===== config.mk =====
export PLATFORM = sky130hd
export DESIGN_NAME = lead_one_normalizer_flat
export DESIGN_NICKNAME = d
export VERILOG_FILES = /design/src/rtl/lead_one_normalizer_if.sv /design/src/rtl/lead_one_normalizer.sv /design/src/flat_wrapper.sv
export SDC_FILE = /design/constraint.sdc
export NUM_CORES = 1
export LEC_CHECK = 0
export BUFFER_PORTS_ARGS = -buffer_cell sky130_fd_sc_hd__buf_4
export CAP_MARGIN = 15
export CORE_ASPECT_RATIO = 0.9
export CORE_MARGIN = 8
export CORE_UTILIZATION = 38
export CTS_BUF_LIST = sky130_fd_sc_hd__clkbuf_2
export CTS_CLUSTER_DIAMETER = 100
export CTS_CLUSTER_SIZE = 8
export DETAILED_ROUTE_END_ITERATION = 10
export PLACE_DENSITY = 0.54
export RECOVER_POWER = 25
export SYNTH_ARGS = -nofsm -noshare
export SYNTH_HDL_FRONTEND = slang
export SYNTH_SLANG_ARGS = --single-unit

===== constraint.sdc =====
create_clock -name clk -period 13.3 [get_ports clk]
set_input_delay 1.33 -clock clk [delete_from_list [all_inputs] [get_ports clk]]
set_output_delay 1.33 -clock clk [all_outputs]
set_load 0.01 [all_outputs]

===== src/rtl/lead_one_normalizer_if.sv =====
// lead_one_normalizer_if: operand/result handshake bundle for the leading-one normaliser
interface lead_one_normalizer_if #(
  parameter int W  = 49,
  parameter int PW = $clog2(W)
);
  logic          flush;
  logic          in_valid;
  logic          in_ready;
  logic [W-1:0]  in_a;
  logic          out_valid;
  logic          out_ready;
  logic [PW-1:0] msb_loc;
  logic [PW-1:0] shamt;
  logic [W-1:0]  norm;
  logic          zero;
  modport master (
    output flush, in_valid, in_a, out_ready,
    input  in_ready, out_valid, msb_loc, shamt, norm, zero
  );
  modport slave (
    input  flush, in_valid, in_a, out_ready,
    output in_ready, out_valid, msb_loc, shamt, norm, zero
  );
endinterface


===== src/rtl/lead_one_normalizer.sv =====
// lead_one_normalizer: iterative leading-one detector scanning CHUNK bits per cycle from the MSB end
module lead_one_normalizer #(
  parameter int W     = 49,
  parameter int CHUNK = 8
) (
  input logic                clk,
  input logic                rst,
  lead_one_normalizer_if.slave bus
);
  localparam int NCHUNK = (W + CHUNK - 1) / CHUNK;
  localparam int PW     = $clog2(W);
  localparam int KW     = NCHUNK > 1 ? $clog2(NCHUNK) : 1;
  localparam int CW     = CHUNK > 1 ? $clog2(CHUNK) : 1;
  localparam int WP     = NCHUNK * CHUNK;
  typedef enum logic [1:0] {IDLE, SCAN, DONE} state_t;
  state_t        state_q, state_d;
  logic [KW-1:0] k_q, k_d;
  logic [W-1:0]  op_q, op_d, norm_q, norm_d;
  logic [PW-1:0] msb_q, msb_d, shamt_q, shamt_d, loc;
  logic          zero_q, zero_d;
  logic [WP-1:0] ext;
  logic [CHUNK-1:0] chunk;
  logic [CW-1:0] hi;
  always_ff @(posedge clk or posedge rst) begin
    if (rst) begin
      state_q <= IDLE;
      k_q     <= KW'(NCHUNK - 1);
      op_q    <= '0;
      msb_q   <= '0;
      shamt_q <= '0;
      norm_q  <= '0;
      zero_q  <= 1'b0;
    end else begin
      state_q <= state_d;
      k_q     <= k_d;
      op_q    <= op_d;
      msb_q   <= msb_d;
      shamt_q <= shamt_d;
      norm_q  <= norm_d;
      zero_q  <= zero_d;
    end
  end
  // Zero-extend so a partial top chunk reads zeros above bit W-1
  always_comb begin
    ext   = WP'(op_q);
    chunk = ext[int'(k_q)*CHUNK +: CHUNK];
    hi    = '0;
    for (int i = 0; i < CHUNK; i++) if (chunk[i]) hi = CW'(i);
    loc   = PW'(int'(k_q) * CHUNK + int'(hi));
  end
  always_comb begin
    state_d = state_q;
    k_d     = k_q;
    op_d    = op_q;
    msb_d   = msb_q;
    shamt_d = shamt_q;
    norm_d  = norm_q;
    zero_d  = zero_q;
    if (bus.flush) state_d = IDLE;
    else
      case (state_q)
        IDLE: if (bus.in_valid) begin
          state_d = SCAN;
          op_d    = bus.in_a;
          k_d     = KW'(NCHUNK - 1);
        end
        SCAN: if (chunk != '0 || k_q == '0) begin
          state_d = DONE;
          zero_d  = chunk == '0;
          msb_d   = zero_d ? '0 : loc;
          shamt_d = zero_d ? '0 : PW'(W - 1) - loc;
          norm_d  = zero_d ? '0 : op_q << shamt_d;
        end else k_d = k_q - 1'b1;
        default: if (bus.out_ready) state_d = IDLE;
      endcase
  end
  always_comb begin
    bus.in_ready  = state_q == IDLE;
    bus.out_valid = state_q == DONE;
    bus.msb_loc   = msb_q;
    bus.shamt     = shamt_q;
    bus.norm      = norm_q;
    bus.zero      = zero_q;
  end
endmodule


===== src/flat_wrapper.sv =====
// flat-port wrapper written by rule: the top's interface ports become plain ports
module lead_one_normalizer_flat 
#(
  parameter int W     = 49,
  parameter int CHUNK = 8
)
  (clk, rst, bus_flush, bus_in_valid, bus_in_a, bus_out_ready, bus_in_ready, bus_out_valid, bus_msb_loc, bus_shamt, bus_norm, bus_zero);
  lead_one_normalizer_if #(.W(W)) bus_i ();
  input logic clk;
  input logic rst;
  input wire logic [$bits(bus_i.flush)-1:0] bus_flush;
  input wire logic [$bits(bus_i.in_valid)-1:0] bus_in_valid;
  input wire logic [$bits(bus_i.in_a)-1:0] bus_in_a;
  input wire logic [$bits(bus_i.out_ready)-1:0] bus_out_ready;
  output wire logic [$bits(bus_i.in_ready)-1:0] bus_in_ready;
  output wire logic [$bits(bus_i.out_valid)-1:0] bus_out_valid;
  output wire logic [$bits(bus_i.msb_loc)-1:0] bus_msb_loc;
  output wire logic [$bits(bus_i.shamt)-1:0] bus_shamt;
  output wire logic [$bits(bus_i.norm)-1:0] bus_norm;
  output wire logic [$bits(bus_i.zero)-1:0] bus_zero;
  assign bus_i.flush = bus_flush;
  assign bus_i.in_valid = bus_in_valid;
  assign bus_i.in_a = bus_in_a;
  assign bus_i.out_ready = bus_out_ready;
  assign bus_in_ready = bus_i.in_ready;
  assign bus_out_valid = bus_i.out_valid;
  assign bus_msb_loc = bus_i.msb_loc;
  assign bus_shamt = bus_i.shamt;
  assign bus_norm = bus_i.norm;
  assign bus_zero = bus_i.zero;
  lead_one_normalizer #(.W(W), .CHUNK(CHUNK)) u_core (.clk(clk), .rst(rst), .bus(bus_i));
endmodule

==> summary.txt, run 1 <==
Die
  • Row count: 49
  • DIE HEIGHT: 151.4 µm
  • Area of the core: 19990 µm²
  • Initial Util: 38.71%
  • Die ar.: 25190 µm²
  • Die W: 166.4 µm
  • I/O pin count: 118

STA
  • Slew @ Worst Pin: 2.606 ns
  • Setup TNS: 0 ns
  • Final hold viol count: 0
  • Achievable frequency: 163.7 MHz
  • Slew Limit Fails: 108
  • Min cycle time layout: 6.107 ns
  • Hold slack: 0.4979 ns
  • Period utilization: 45.92%
  • RSZ-0062 raised after global routing: false
  • Slew margin rel.: -73.76%
  • Clk_skew: 0.03890 ns
  • # setup viols final: 0

CTS
  • Clock Path Buffers: 2
  • CTS tree: yes
  • Post_cts resized: 0
  • Num CTS Buffers: 17
  • Root buf cell: clkbuf_2
  • Hold bufs inserted after CTS: 0
  • Setup bufs post-CTS: 0
  • Clock Latency Late Sink: 0.73 ns
  • Reg clk slew, reported paths: 0.21 ns
  • H-tree Lvls: 4
  • Clk sinks: 115

Detailed routing
  • Via/cell ratio: 5.904
  • Total number of vias: 6618
  • Total Wirelength: 25730 µm
  • Final ANT Viol Nets: 0
  • Drc violations: 0
  • Iteration-0 DRC Markers: 649
  • Avg WL per Cell: 22.96 µm
  • Pre-antenna DRT Iters: 6

Synthesis
  • Ys Warns: 0
  • Post-synthesis sequential element count: 115
  • Sequential area share after synthesis: 37.23%
  • Number of flops mapped to enable cells by yosys: 0
  • Primary FF master, synth: dfrtp_1
  • Mapped Nets: 815
  • Cell Area, Synth: 7736 µm²
  • Cells after Synth: 757
  • Syn avg cell area: 10.22 µm²
  • Distinct cells, synth: 69
  • Ys async rst share: 100.0%

Min path
  • Hold/Removal Path Class: reg2reg
  • Hold-critical path depth: 2

Critical path
  • Worst path bufs/invs: 3
  • R2R depth: 15
  • CP peak stage delay: 1.02 ns
  • Worst Path Arrival: 6.73 ns
  • Worst Path Required: 13.93 ns
  • Critical path depth: 15
  • Crit-path slowest cell: dfstp_2
  • Cell mode on critical path: mux2i_1
  • CP top delay family: multiplexers
  • CP Class: reg2reg
  • Critical path startpoint category: register
  • Critical-path cell list: mux2_2 > a222oi_1 > o32ai_1 > a32oi_4 > buf_4 > ha_1 > inv_1 > a41oi_4 > buf_4 > mux2i_1 > mux2i_1 > mux2i_1 > mux2_1 > o21ai_1 > or3_1
  • Worst Setup End Kind: register
  • Maximum fanout along the worst path: 63

Place
  • Placed Cells: 1088
  • Detailed Place HPWL: 19510 µm
  • Final GP Congestion: 0.8730
  • Area after DPL: 8747 µm²
  • PortBufs: 117

Outcome
  • Status: finished with violations
  • Failing checks: max-capacitance violations, max-slew violations

Finish
  • Share of cells above drive strength 1: 29.25%
  • Total Nets Final: 910
  • Design Area, Final: 9006 µm²
  • Most frequent cells in the layout: mux2i_1, buf_4, dfrtp_1
  • Area Growth Syn to Fin: 16.42%
  • Commonest non-fill, non-tap cell in the layout: mux2i_1
  • Non-filler instance count after layout: 1121

GRT
  • Total gr overflow: 0
  • Total GRT Usage: 20.47%
  • Largest net degree at the start of global routing: 69
  • Vias in the first global route: 6711
  • First-pass GRT wire length: 40170 µm
  • Initial antenna violation count: 1

Job
  • # Max-Cap Violations: 2
==> kinds of logic after synthesis <==
logic type	Yosys count	share of synthesized area, %
adders and majority gates	4	0.6470
buffers and inverters	65	4.496
and+or+nand+nor	170	10.01
muxes	222	30.16
AOI/OAI and AO/OA	181	17.45
DFF	115	37.23
==> area by class of cell <==
| type | count | area (µm²) |
|---|---|---|
| multi-input cells | 577 | 4539 |
| well taps | 255 | 319.1 |
| fillers | 1978 | 10980 |
| diodes | 1 | 2.502 |
| flip-flops and latches | 115 | 2880 |
| clock buffers | 17 | 85.08 |
| clock inverters | 15 | 180.2 |
| inverters | 14 | 53.80 |
| repair buffers | 127 | 945.9 |
==> through the flow <==
| step | utilization (%) | setup WS [ns] |
|---|---|---|
| 2_1_floorplan | - | 8.325 |
| 3_3_place_gp | 43.76 | 7.436 |
| 3_5_place_dp | 43.76 | 7.320 |
| 4_1_cts | 45.09 | 7.311 |
| 5_1_grt | 45.06 | 6.860 |
| 6_report | 45.06 | 7.193 |
==> synth_stat cells, drive strengths merged (3+ instances only) <==
library cell / count / area share [%]
nor3: 11 / 0.71
o221a: 3 / 0.44
nor2b: 5 / 0.40
a21o: 3 / 0.29
nand4: 3 / 0.24
dfrtp: 113 / 37
buf: 31 / 2.8
or3: 3 / 0.24
nand2: 89 / 4.3
nand2b: 5 / 0.40
a222oi: 3 / 0.39
or2: 3 / 0.24
nand3: 4 / 0.26
mux2i: 145 / 19
mux2: 76 / 11
a21oi: 20 / 1.3
a32oi: 6 / 0.78
o2111ai: 3 / 0.34
a22o: 10 / 1.1
o22ai: 5 / 0.40
ha: 4 / 0.65
a211oi: 7 / 0.68
and2: 6 / 0.49
o31a: 3 / 0.34
clkbuf: 20 / 0.97
nor2: 29 / 1.5
o221ai: 11 / 1.3
o21bai: 3 / 0.29
a221oi: 3 / 0.42
o21ai: 48 / 3.1
o211ai: 9 / 0.87
o31ai: 9 / 0.94
nor3b: 7 / 0.68
a22oi: 18 / 1.7
inv: 14 / 0.68
==> worst paths after layout <==
| path | start | end | slack (ns) |
|---|---|---|---|
| max reg2reg | u_core.k_q[1]$_DFFE_PP1P_ | u_core.bus.norm[47]$_DFFE_PP0P_ | 7.19 |
| max | u_core.k_q[1]$_DFFE_PP1P_ | u_core.bus.norm[47]$_DFFE_PP0P_ | 7.19 |
| min reg2reg | u_core.bus.norm[25]$_DFFE_PP0P_ | u_core.bus.norm[25]$_DFFE_PP0P_ | 0.50 |
| min | u_core.bus.norm[25]$_DFFE_PP0P_ | u_core.bus.norm[25]$_DFFE_PP0P_ | 0.50 |
| min in group asynchronous | rst | u_core.bus.zero$_DFFE_PP0P_ | 1.20 |
| max in group asynchronous | rst | u_core.op_q[22]$_DFFE_PP0P_ | 10.40 |
==> layer usage <==
layer / part of all wire (%) / GRT usage [%] / vias up / wire length, µm
met5: 0 / 0 / - / 0
met4: 1.5 / 5.173 / 0 / 396
li1: - / - / 3044 / -
met1: 47 / 27.67 / 3306 / 12000
met3: 5.2 / 4.325 / 32 / 1329
met2: 47 / 33.01 / 236 / 12010
==> worst register-to-register path, stage by stage, from the launching register on <==
cell and delay, ns:
dfstp_2 1.02, mux2_2 0.43, a222oi_1 0.54, o32ai_1 0.21, a32oi_4 0.18, buf_4 0.67
ha_1 0.40, inv_1 0.14, a41oi_4 0.18, buf_4 0.63, mux2i_1 0.44, mux2i_1 0.17
mux2i_1 0.38, mux2_1 0.27, o21ai_1 0.07, or3_1 0.32
==> state kept, by name (all words and copies together) (netlist names) <==
register,count
u_core.bus.zero,1
u_core.bus.msb_loc,6
u_core.state_q,2
u_core.k_q,3
u_core.bus.norm,49
u_core.bus.shamt,5
u_core.op_q,49
Power of run 1 is left out: the tool's default activity adds up to more than one toggle a clock period on the data nets, which glitch-free logic cannot reach.
==> run 2, diff against run 1 <==
Settings changed: PLACE_DENSITY 0.54 to 0.56.
Clock period 13.3 ns to 5.3 ns, I/O delays scaled along.
==> run 2 against run 1 <==
Compared with the run above:
- the run still ends with max-capacitance violations, max-slew violations left
- worst hold slack got worse by 0.43 ns
- flip-flop and latch count unchanged
- highest routed layer unchanged
- first-iteration DRC count increased by 2.8%
- sequential share of layout area decreased by 1.0 points
- die area unchanged
- setup slack got worse by 6.9 ns
- largest cell class unchanged
- non-clock buffer count increased by 34
- clock-buffer cell count increased by 4
- fmax increased by 21%
- register-to-register slack got worse by 6.9 ns
- wire length increased by 0.26%
==> summary.txt, run 2 (synthesis gave the netlist of run 1 again) <==
Job
  • # Max-Cap Violations: 2 (unchanged)

Die
  • Row count: 49 (unchanged)
  • Area of the core: 19990 µm² (unchanged)
  • I/O pin count: 118 (unchanged)
  • Initial Util: 38.71% (unchanged)
  • Die W: 166.4 µm (unchanged)
  • DIE HEIGHT: 151.4 µm (unchanged)
  • Die ar.: 25190 µm² (unchanged)

CTS
  • Num CTS Buffers: 17 (unchanged)
  • Setup bufs post-CTS: 0 (unchanged)
  • Reg clk slew, reported paths: 0.18 ns (was 0.21 ns)
  • Clk sinks: 115 (unchanged)
  • H-tree Lvls: 4 (unchanged)
  • Root buf cell: clkbuf_2 (unchanged)
  • CTS tree: yes (unchanged)
  • Clock Path Buffers: 2 (unchanged)
  • Clock Latency Late Sink: 0.70 ns (was 0.73 ns)

Finish
  • Commonest non-fill, non-tap cell in the layout: mux2i_1 (unchanged)
  • Area Growth Syn to Fin: 20.33% (was 16.42%)
  • Share of cells above drive strength 1: 29.18% (was 29.25%)
  • Total Nets Final: 945 (was 910)
  • Most frequent cells in the layout: mux2i_1, buf_4, dfrtp_1 (unchanged)

Place
  • Detailed Place HPWL: 19070 µm (was 19510 µm)
  • Final GP Congestion: 0.8889 (was 0.8730)
  • PortBufs: 117 (unchanged)

Critical path
  • CP Class: reg2reg (unchanged)
  • Worst Setup End Kind: register (unchanged)
  • Critical path startpoint category: register (unchanged)
  • Worst Path Arrival: 5.62 ns (was 6.73 ns)
  • Maximum fanout along the worst path: 62 (was 63)
  • Worst Path Required: 5.89 ns (was 13.93 ns)

STA
  • Slew Limit Fails: 115 (was 108)
  • Achievable frequency: 198.7 MHz (was 163.7 MHz)
  • Slew margin rel.: -83.54% (was -73.76%)
  • Final hold viol count: 0 (unchanged)
  • Min cycle time layout: 5.034 ns (was 6.107 ns)
  • # setup viols final: 0 (unchanged)
  • Clk_skew: 0.03319 ns (was 0.03890 ns)
  • Slew @ Worst Pin: 2.738 ns (was 2.606 ns)
  • Setup TNS: 0 ns (unchanged)
  • RSZ-0062 raised after global routing: false (unchanged)
  • Period utilization: 94.98% (was 45.92%)

Detailed routing
  • Final ANT Viol Nets: 0 (unchanged)
  • Avg WL per Cell: 22.36 µm (was 22.96 µm)
  • Iteration-0 DRC Markers: 667 (was 649)
  • Drc violations: 0 (unchanged)
  • Pre-antenna DRT Iters: 6 (unchanged)
  • Total Wirelength: 25800 µm (was 25730 µm)
  • Via/cell ratio: 5.763 (was 5.904)
  • Total number of vias: 6651 (was 6618)

Outcome
  • Status: finished with violations (unchanged)
  • Failing checks: max-capacitance violations, max-slew violations (unchanged)

Min path
  • Hold/Removal Path Class: in2reg (was reg2reg)

GRT
  • Total gr overflow: 0 (unchanged)
  • Largest net degree at the start of global routing: 69 (unchanged)
  • Total GRT Usage: 20.21% (was 20.47%)
  • Vias in the first global route: 6690 (was 6711)
  • First-pass GRT wire length: 39760 µm (was 40170 µm)
  • Initial antenna violation count: 1 (unchanged)
==> run 2: changes by cell type in the layout (fill, tap and decap cells not counted), sizes merged <==
cell / delta
inv: -3
dlygate4sd3: +20
bufinv: -1
mux2i: +1
clkbuf: +7
clkinvlp: -2
buf: +11
==> run 2: final timing paths <==
path	startpoint	end	slack [ns]	depth (start not counted)
worst max-delay path	u_core.k_q[1]$_DFFE_PP1P_	u_core.bus.norm[47]$_DFFE_PP0P_	0.27	11
worst min-delay path	bus_out_ready	u_core.state_q[1]$_DFFE_PP0P_	0.07	4
worst max register to register	u_core.k_q[1]$_DFFE_PP1P_	u_core.bus.norm[47]$_DFFE_PP0P_	0.27	11
worst min register to register	u_core.bus.norm[25]$_DFFE_PP0P_	u_core.bus.norm[25]$_DFFE_PP0P_	0.49	2
max in group asynchronous	rst	u_core.op_q[9]$_DFFE_PP0P_	1.82	4
min in group asynchronous	rst	u_core.bus.shamt[5]$_DFFE_PP0P_	1.13	3
==> run 2: timing repair <==
item | in CTS | in global routing
gates resized for setup | 0 | 3
hold buffers | 15 | 5
hold endpoints to repair | 72 | 5
endpoints found under the setup margin | 0 | 16
==> run 2: final cells by class <==
type / count / area (µm²)
repair buffers: 161 / 1295
multi-input cells: 578 / 4559
flip-flops and latches: 115 / 2884
fillers: 1955 / 10680
clock buffers: 21 / 105.1
well taps: 255 / 319.1
inverters: 14 / 53.80
clock inverters: 9 / 90.09
diodes: 1 / 2.502
==> run 2: metal layers <==
metal	share of wire, %	vias up	global-route usage [%]
met5	0	-	0
met4	1.1	0	4.723
met3	5.6	13	4.377
met2	46	223	31.88
met1	48	3311	27.93
li1	-	3104	-
==> run 2: stage by stage <==
step	hold slack, ns	setup slack (ns)	instances	cell area [µm²]	utilization, %
global placement	0.4554	0.2172	1102	8906	44.56
detailed placement	0.4648	0.2354	1102	8906	44.56
global route	0.0007561	0.01296	1154	9309	46.58
floorplan	0.5024	0.3254	757	7736	-
finish	0.06581	0.2662	1154	9309	46.58
CTS	0.0007787	0.1884	1147	9251	46.29
==> run 2: critical path, stage by stage (launching register included) <==
cell	delay, ns
dfstp_4	0.84
mux2_2	0.38
a222oi_1	0.64
o32ai_2	0.22
a32oi_4	0.22
buf_6	0.51
and2_1	0.46
mux2_2	0.61
buf_4	0.28
mux2_1	0.35
o21ai_1	0.08
or3_1	0.31
Power of run 2 is left out for the same reason.
==> run 3, diff against run 2 <==
Settings changed: CORE_UTILIZATION 38 to 50, PLACE_DENSITY 0.56 to 0.77.
==> run 3 against run 2 <==
Compared with the run above:
- the run still ends with max-capacitance violations, max-slew violations left
- utilization is 16 points higher
- clock skew is 0.013 ns higher
- first-iteration DRC count is 25% higher
- clock-buffer cell count is 3 lower
- via count is 4.9% higher
- wire length is 5.2% lower
- fmax is 2.1% higher
- non-clock buffer count is 31 higher
- worst hold slack better by 0.14 ns
- sequential share of layout area is 0.96 points lower
- critical path type unchanged
==> summary.txt, run 3 (synthesis gave the netlist of run 1 again) <==
Critical path
  • Worst Setup End Kind: register (unchanged)
  • Worst r2r src: u_core.k_q[1]$_DFFE_PP1P_ (unchanged)
  • Critical path startpoint category: register (unchanged)
  • Crit-path slowest cell: dfstp_2 (was dfstp_4)
  • Worst path bufs/invs: 3 (was 2)
  • Maximum fanout along the worst path: 34 (was 62)
  • CP top delay family: compound AO/OA/AOI/OAI gates (was multiplexers)
  • Worst Path Required: 5.91 ns (was 5.89 ns)
  • Critical-path cell list: mux2_2 > a222oi_1 > o32ai_1 > a32oi_4 > ha_1 > inv_1 > a41oi_4 > buf_12 > buf_4 > mux2i_1 > mux2i_1 > mux2_2 > a222oi_1 > o221ai_1 (was mux2_2 > a222oi_1 > o32ai_2 > a32oi_4 > buf_6 > and2_1 > mux2_2 > buf_4 > mux2_1 > o21ai_1 > or3_1)
  • Worst Path Arrival: 5.55 ns (was 5.62 ns)
  • CP Class: reg2reg (unchanged)
  • Crit. Startpoint: u_core.k_q[1]$_DFFE_PP1P_ (unchanged)
  • CP peak stage delay: 0.89 ns (was 0.84 ns)

Finish
  • Total Nets Final: 975 (was 945)
  • Commonest non-fill, non-tap cell in the layout: mux2i_1 (unchanged)
  • Area Growth Syn to Fin: 24.03% (was 20.33%)
  • Final Util: 62.80% (was 46.58%)
  • Share of cells above drive strength 1: 28.49% (was 29.18%)
  • Most frequent cells in the layout: mux2i_1, buf_4, dfrtp_1 (unchanged)

STA
  • Setup TNS: 0 ns (unchanged)
  • RSZ-0062 raised after global routing: false (unchanged)
  • # setup viols final: 0 (unchanged)
  • Slew Limit Fails: 77 (was 115)
  • Slew margin rel.: -120.7% (was -83.54%)
  • Period utilization: 93.07% (was 94.98%)
  • Clk_skew: 0.04612 ns (was 0.03319 ns)
  • Slew @ Worst Pin: 3.293 ns (was 2.738 ns)
  • Min cycle time layout: 4.932 ns (was 5.034 ns)
  • Final hold viol count: 0 (unchanged)
  • Achievable frequency: 202.7 MHz (was 198.7 MHz)

Die
  • Die ar.: 19710 µm² (was 25190 µm²)
  • Area of the core: 15280 µm² (was 19990 µm²)
  • I/O pin count: 118 (unchanged)
  • Row count: 43 (was 49)
  • Die W: 147.1 µm (was 166.4 µm)
  • Initial Util: 50.63% (was 38.71%)
  • DIE HEIGHT: 134.0 µm (was 151.4 µm)

GRT
  • Total GRT Usage: 24.98% (was 20.21%)
  • Vias in the first global route: 6927 (was 6690)
  • Total gr overflow: 0 (unchanged)
  • Initial antenna violation count: 1 (unchanged)
  • Largest net degree at the start of global routing: 77 (was 69)
  • First-pass GRT wire length: 38820 µm (was 39760 µm)

CTS
  • Clk sinks: 115 (unchanged)
  • Root buf cell: clkbuf_2 (unchanged)
  • Reg clk slew, reported paths: 0.17 ns (was 0.18 ns)
  • Clock Path Buffers: 2 (unchanged)
  • Clock Latency Late Sink: 0.76 ns (was 0.70 ns)
  • Post_cts resized: 0 (unchanged)
  • Setup bufs post-CTS: 0 (unchanged)
  • H-tree Lvls: 4 (unchanged)
  • Num CTS Buffers: 17 (unchanged)
  • CTS tree: yes (unchanged)
  • Hold bufs inserted after CTS: 51 (was 15)

Place
  • PortBufs: 117 (unchanged)
  • Detailed Place HPWL: 17720 µm (was 19070 µm)
  • Final GP Congestion: 0.9802 (was 0.8889)

Detailed routing
  • Final ANT Viol Nets: 0 (unchanged)
  • Drc violations: 0 (unchanged)
  • Avg WL per Cell: 21.60 µm (was 22.36 µm)
  • Total number of vias: 6974 (was 6651)
  • Iteration-0 DRC Markers: 837 (was 667)
  • Total Wirelength: 24470 µm (was 25800 µm)
  • Via/cell ratio: 6.155 (was 5.763)
  • Pre-antenna DRT Iters: 5 (was 6)

Min path
  • Hold/Removal Path Class: in2reg (unchanged)
  • Worst Hold Launch: bus_in_valid (was bus_out_ready)

Outcome
  • Failing checks: max-capacitance violations, max-slew violations (unchanged)
  • Status: finished with violations (unchanged)

Job
  • # Max-Cap Violations: 1 (was 2)
[run 3: changes by cell type in the layout (fill, tap and decap cells not counted), sizes merged]
cell         change
dlygate4sd3     +32
clkinv           +2
clkbuf           -8
buf              +4
bufinv           +2
mux2i            -1
clkinvlp         +1
[run 3: worst min-delay path, stage by stage]
cell      delay, ns
buf_4          0.08
nand2b_1       0.07
nor2_1         0.09
a21oi_1        0.04
nor2_1         0.08
[run 3: worst paths after layout]
path                       cells past startpoint                              end  slack [ns]
max in group asynchronous                      4  u_core.bus.norm[35]$_DFFE_PP0P_        2.38
setup / recovery                              14  u_core.bus.norm[46]$_DFFE_PP0P_        0.37
min in group asynchronous                      3      u_core.op_q[32]$_DFFE_PP0P_        1.26
hold / removal                                 5    u_core.state_q[0]$_DFFE_PP0P_        0.20
setup reg to reg                              14  u_core.bus.norm[46]$_DFFE_PP0P_        0.37
hold reg to reg                                2  u_core.bus.norm[24]$_DFFE_PP0P_        0.50
[run 3: through the flow]
step	cell area, µm²	cells	setup slack (ns)	hold WS (ns)
5_1_grt	9595	1133	0.04936	0.2135
2_1_floorplan	7736	757	0.3254	0.5024
3_3_place_gp	8816	1048	0.6233	0.4544
6_report	9595	1133	0.3675	0.2049
4_1_cts	9584	1131	0.4187	0.0007842
3_5_place_dp	8816	1048	0.4502	0.4676
[run 3: layer usage]
metal | share of wire, % | vias to the layer above | GRT usage, %
li1 | - | 3178 | -
met1 | 42 | 3363 | 31.94
met2 | 46 | 375 | 38.65
met3 | 9.2 | 58 | 8.148
met4 | 2.4 | 0 | 9.451
met5 | 0 | - | 0
[run 3: final cells by class]
| type | instances | area [µm²] |
|---|---|---|
| diodes | 1 | 2.502 |
| clock buffers | 18 | 90.09 |
| clock inverters | 14 | 167.7 |
| fillers | 1295 | 5684 |
| inverters | 14 | 53.80 |
| multi-input cells | 577 | 4539 |
| flip-flops and latches | 115 | 2880 |
| well taps | 202 | 252.7 |
| repair buffers | 192 | 1609 |
Power of run 3 is left out for the same reason.
